File: src/rtl/shop_seq_if.sv
// shop_seq_if: key pulses, item inputs and pricing results of the shop sequencer
interface shop_seq_if;
    logic        cal_p;
    logic        clr_p;
    logic [3:0]  weight;
    logic [3:0]  per;
    logic [7:0]  price;
    logic [7:0]  times;
    logic [15:0] sum;
    logic        state_cal;
    logic        state_reset;
    logic        busy;
    logic        done;
    logic        ovf;
    logic        full;
    modport master(output cal_p, clr_p, weight, per,
                   input price, times, sum, state_cal, state_reset, busy, done, ovf, full);
    modport slave(input cal_p, clr_p, weight, per,
                  output price, times, sum, state_cal, state_reset, busy, done, ovf, full);
endinterface

File: src/rtl/shop_seq.sv
// shop_seq: shift-add item pricing with a saturating running total and item count
module shop_seq #(
    parameter int MAX_TIMES = 99,
    parameter int SUM_MAX   = 9999
) (
    input logic       clk100mhz,
    input logic       reset,
    shop_seq_if.slave bus
);
    typedef enum logic [1:0] {IDLE, MUL, ACC, SHOW} state_t;
    state_t      state;
    logic [1:0]  step;
    logic [3:0]  w;
    logic [3:0]  p;
    logic [7:0]  prod;
    logic [16:0] acc_sum;
    assign acc_sum  = {1'b0, bus.sum} + {9'b0, prod};
    assign bus.full = (bus.times == 8'(MAX_TIMES));
    always_ff @(posedge clk100mhz) begin
        if (!reset) begin
            state           <= IDLE;
            step            <= '0;
            w               <= '0;
            p               <= '0;
            prod            <= '0;
            bus.price       <= '0;
            bus.times       <= '0;
            bus.sum         <= '0;
            bus.ovf         <= 1'b0;
            bus.done        <= 1'b0;
            bus.state_reset <= 1'b0;
            bus.busy        <= 1'b0;
            bus.state_cal   <= 1'b0;
        end else if (bus.clr_p) begin
            // clear wins over any concurrent cal_p and drops an item in flight
            state           <= IDLE;
            step            <= '0;
            prod            <= '0;
            bus.price       <= '0;
            bus.times       <= '0;
            bus.sum         <= '0;
            bus.ovf         <= 1'b0;
            bus.done        <= 1'b0;
            bus.state_reset <= 1'b1;
            bus.busy        <= 1'b0;
            bus.state_cal   <= 1'b0;
        end else begin
            bus.done        <= 1'b0;
            bus.state_reset <= 1'b0;
            case (state)
                IDLE, SHOW: begin
                    if (bus.cal_p && !bus.full) begin
                        w             <= bus.weight;
                        p             <= bus.per;
                        prod          <= '0;
                        step          <= '0;
                        bus.busy      <= 1'b1;
                        bus.state_cal <= 1'b0;
                        state         <= MUL;
                    end
                end
                MUL: begin
                    if (w[step]) prod <= prod + ({4'b0, p} << step);
                    step <= step + 2'd1;
                    if (step == 2'd3) state <= ACC;
                end
                ACC: begin
                    bus.price     <= prod;
                    bus.times     <= bus.times + 8'd1;
                    bus.sum       <= (acc_sum > 17'(SUM_MAX)) ? 16'(SUM_MAX) : acc_sum[15:0];
                    if (acc_sum > 17'(SUM_MAX)) bus.ovf <= 1'b1;
                    bus.done      <= 1'b1;
                    bus.busy      <= 1'b0;
                    bus.state_cal <= 1'b1;
                    state         <= SHOW;
                end
                default: state <= IDLE;
            endcase
        end
    end
endmodule
File: src/flat_wrapper.sv
// flat-port wrapper written by rule: the top's interface ports become plain ports
module shop_seq_flat 
#(
    parameter int MAX_TIMES = 99,
    parameter int SUM_MAX   = 9999
)
  (clk100mhz, reset, bus_cal_p, bus_clr_p, bus_weight, bus_per, bus_price, bus_times, bus_sum, bus_state_cal, bus_state_reset, bus_busy, bus_done, bus_ovf, bus_full);
  shop_seq_if bus_i ();
  input logic clk100mhz;
  input logic reset;
  input wire logic [$bits(bus_i.cal_p)-1:0] bus_cal_p;
  input wire logic [$bits(bus_i.clr_p)-1:0] bus_clr_p;
  input wire logic [$bits(bus_i.weight)-1:0] bus_weight;
  input wire logic [$bits(bus_i.per)-1:0] bus_per;
  output wire logic [$bits(bus_i.price)-1:0] bus_price;
  output wire logic [$bits(bus_i.times)-1:0] bus_times;
  output wire logic [$bits(bus_i.sum)-1:0] bus_sum;
  output wire logic [$bits(bus_i.state_cal)-1:0] bus_state_cal;
  output wire logic [$bits(bus_i.state_reset)-1:0] bus_state_reset;
  output wire logic [$bits(bus_i.busy)-1:0] bus_busy;
  output wire logic [$bits(bus_i.done)-1:0] bus_done;
  output wire logic [$bits(bus_i.ovf)-1:0] bus_ovf;
  output wire logic [$bits(bus_i.full)-1:0] bus_full;
  assign bus_i.cal_p = bus_cal_p;
  assign bus_i.clr_p = bus_clr_p;
  assign bus_i.weight = bus_weight;
  assign bus_i.per = bus_per;
  assign bus_price = bus_i.price;
  assign bus_times = bus_i.times;
  assign bus_sum = bus_i.sum;
  assign bus_state_cal = bus_i.state_cal;
  assign bus_state_reset = bus_i.state_reset;
  assign bus_busy = bus_i.busy;
  assign bus_done = bus_i.done;
  assign bus_ovf = bus_i.ovf;
  assign bus_full = bus_i.full;
  shop_seq #(.MAX_TIMES(MAX_TIMES), .SUM_MAX(SUM_MAX)) u_core (.clk100mhz(clk100mhz), .reset(reset), .bus(bus_i));
endmodule
File: config.mk
export PLATFORM = sky130hd
export DESIGN_NAME = shop_seq_flat
export DESIGN_NICKNAME = d
export VERILOG_FILES = /design/src/rtl/shop_seq_if.sv /design/src/rtl/shop_seq.sv /design/src/flat_wrapper.sv
export SDC_FILE = /design/constraint.sdc
export NUM_CORES = 1
export LEC_CHECK = 0
export ABC_AREA = 0
export CAP_MARGIN = 20
export CORE_MARGIN = 2
export CORE_UTILIZATION = 54
export DETAILED_ROUTE_END_ITERATION = 10
export GPL_TIMING_DRIVEN = 0
export PLACE_DENSITY = 0.9
export SLEW_MARGIN = 15
export SYNTH_ARGS = -nofsm -noshare
export SYNTH_HDL_FRONTEND = slang
export SYNTH_SLANG_ARGS = --single-unit
File: constraint.sdc
create_clock -name clk100mhz -period 4 [get_ports clk100mhz]
set_input_delay 0.8 -clock clk100mhz [delete_from_list [all_inputs] [get_ports clk100mhz]]
set_output_delay 0.8 -clock clk100mhz [all_outputs]
set_load 0.005 [all_outputs]
==> summary by stage <==
Routing
The final layout contains routed wiring with a total length of 7.26 mm. The vias after detailed routing is 2787. The number of iterations in the first detailed-routing pass is 5. The total DRC errors in the routed layout is 0.

The detailed router finished its first iteration with 110 violations. The routed via count divided by cell count is 5.63. Once detail routing completed, the nets flagged for antenna violations numbered 0. In the final routed layout, each cell accounts on average for 14.7 µm.

Timing
The max-slew violation count is 0. Setup repair after global routing left no endpoint under its margin. After routing, the total negative slack on setup checks comes to 0 ns. The normalized max-slew margin is 54.4%. The count of final hold-check violations is 0. Setup violations remaining at the end of the flow were counted as 0. Static timing analysis puts the maximum clock frequency at 0.306 GHz. Setup slack closes at 0.736 ns. The transition time at the pin with the least slew margin is 0.684 ns. The clock arrives with 0.00849 ns of skew. Of the available clock period, the critical path in the final layout requires 81.6%. The final hold slack is 0.473 ns. The clock period could shrink to 3.26 ns.

Power and ir drop
The cell leakage power is 1.51 nW. The maximum vdd drop is 0.258 mV. Total power for the finished layout comes to 1.21 mW. The power density relative to cell area is 311 nW/µm².

Synth
The count of warnings emitted by yosys is 0. In this run the biggest area consumer among cell types represents 36.7% of the synthesized area. The average instance in the mapped netlist occupies 8.70 µm². After synthesis the cells add up to 3110 µm². The synthesized netlist cell count is 358. Among all flip-flop cells after synthesis, the most frequent one is dfxtp_1. The synthesized design spends more area on one cell type than any other, namely dfxtp_1. Counting every net in the synthesized netlist gives 392. In this run, synthesis produced a sequential element count of 57. For this run, asynchronously set or reset flops after synthesis account for 0%.

In the synthesized netlist, the cells that appear most often are dfxtp_1 (57), nor2_1 (37), a21oi_1 (32). The share of synthesized area occupied by flip-flops and latches is 36.7%. The count of distinct cell types in the synthesized netlist is 54. The most common cell in the synthesized netlist is dfxtp_1. The count of flip-flops with a built-in enable after synthesis is 0.

Ranked by total cell area, the synthesized netlist is headed by dfxtp_1 (37%), ha_1 (8.0%), mux2i_1 (6.4%).

Placement
Input and output buffers added on the ports amount to 49. Once placement completed, the tool counted placed cells totaling 479. The detailed placement HPWL is 5.39 mm.

The routability congestion estimate from global placement is 0.895. The worst setup slack before clock tree synthesis is 0.754 ns. The post-placement cell area is 3690 µm².

Outcome
The flow ran to the end, and the final reports show no timing, DRC or antenna violations.

Setup path
Of all nets on the critical path, the largest fanout is 9. The capturing element type of the critical path is a flip-flop. The category of the critical setup timing path is reg -> reg. The startpoint type of the worst setup path is a flip-flop. The critical path data required time is 4.28 ns. The arrival time at the worst endpoint is 3.54 ns.

Clock network
The number of setup buffers added after CTS is 0. The cell sitting at the root of the clock tree is a clkbuf_8. The H-tree was split into 3 levels. Clock-pin slew was measured on the worst setup and hold paths at 0.06 ns.

The number of CTS-inserted buffers is 9. The number of buffers on the longest clock path is 2. TritonCTS built the clock tree. The clock latency at the later pin of the worst-skew pair is 0.35 ns. The TritonCTS sink count is 57. Post-CTS repair changed the size of 0 cells.

For this design, the CTS-stage hold fixing added 0 buffers.

Layout
In the final layout, the multi-input gates occupy 1860 µm². The repair_antennas step left the layout with diodes totalling 0. For this run, the share of the core covered by cells in the final layout is 70.1%. Summing all flip-flop and latch instances after layout gives 1140 µm². The area of all placed cells without fillers is 3880 µm². The net total in the final layout is 452.

The filler cell count is 432. The area overhead of the layout relative to synthesis is 24.7%. The post-layout instance count excluding filler cells is 495. Cells with a size suffix above 1 make up 5.44% of the layout.

Floorplanning
The die is 79.9 µm wide. The initial core utilization is 56.2%. The core region is 5540 µm².

The die covers 6390 µm². The number of placement rows is 27. The total I/O pin count is 50. From bottom edge to top edge, the die measures 79.9 µm.

Global routing
The pin count of the biggest net entering global routing is 11. For this run, the total global-route usage over all layers was measured as 24.6%. The total overflow reported by the global router is 0. The initial antenna violation count was 0. The number of global-route vias before repair is 2615. The wire length of the first global-routing pass is 12.0 mm.

Worst hold path
The min-delay analysis places its worst path in the category reg -> reg.

Run
The tool flagged a number of max-cap violations equal to 0.
[cells in the final DEF (no fill, tap or decap), types with 5 or more instances in the layout]
cell              n
dfxtp_1          57
clkdlybuf4s50_1  49
nor2_1           37
a21oi_1          32
nand2_1          27
mux2i_1          20
ha_1             20
o21ai_0          15
clkbuf_1         14
inv_1            12
nand3_1          12
nor2b_1          11
xor2_1           11
clkbuf_8         10
xnor2_1           9
a31oi_1           8
nand4_1           6
o211ai_1          5
or3_1             5
[cell type report]
class | instances | area share [%]
tap | 72 | 2.32
timing repair buffer | 49 | 12.6
clock inverter | 3 | 1.03
multi-input combinational | 272 | 47.9
sequential | 57 | 29.4
buffer | 17 | 1.71
clock buffer | 13 | 3.84
inverter | 12 | 1.16
[critical path, cell delays in order (launching register included)]
cell and delay (ns):
dfxtp_1 0.35, ha_1 0.24, fa_1 0.44, a211oi_2 0.27
o21a_1 0.22, xnor2_1 0.10, or3_1 0.36, o211a_2 0.28
nor3_4 0.34, or4b_1 0.48, a21oi_1 0.13
[power by group]
part	switching, mW	internal [mW]
sequential	0.00676	0.576
clock	0.229	0.303
combinational	0.0535	0.0401
total	0.289	0.919
[kinds of logic after synthesis]
kind of cell               Yosys count  share of synthesized area (%)
AOI/OAI and AO/OA                   91                           18.8
muxes                               22                           7.52
DFF                                 57                           36.7
and+or+nand+nor                    117                           18.5
adders and majority gates           22                           9.32
xor gates and xnor gates            20                           5.63
buffers and inverters               29                           3.58
[worst paths after layout]
check,startpoint,endpoint,slack (ns),cells past startpoint
setup / recovery,u_core.prod[0]$_SDFFE_PP0P_,u_core.bus.sum[12]$_SDFFE_PP0P_,0.74,10
hold / removal,u_core.bus.ovf$_SDFFE_PP0P_,u_core.bus.ovf$_SDFFE_PP0P_,0.47,1
setup reg to reg,u_core.prod[0]$_SDFFE_PP0P_,u_core.bus.sum[12]$_SDFFE_PP0P_,0.74,10
hold reg to reg,u_core.bus.ovf$_SDFFE_PP0P_,u_core.bus.ovf$_SDFFE_PP0P_,0.47,1
[layer usage]
layer | track usage [%] | vias to the layer above | share of wire, %
li1 | - | 1409 | -
met1 | 29.5 | 1288 | 43
met2 | 39.8 | 80 | 48
met3 | 8.14 | 10 | 6.5
met4 | 11.0 | 0 | 1.7
met5 | 0 | - | 0
[sequential cells by signal (all words and copies together), names as in the netlist, 2 cells and up]
signal / cells
u_core.prod: 8
u_core.w: 4
u_core.bus.price: 8
u_core.bus.sum: 16
u_core.p: 4
u_core.bus.times: 8
u_core.step: 2
u_core.state: 2
No activity file was read; power rests on OpenSTA's default activity.
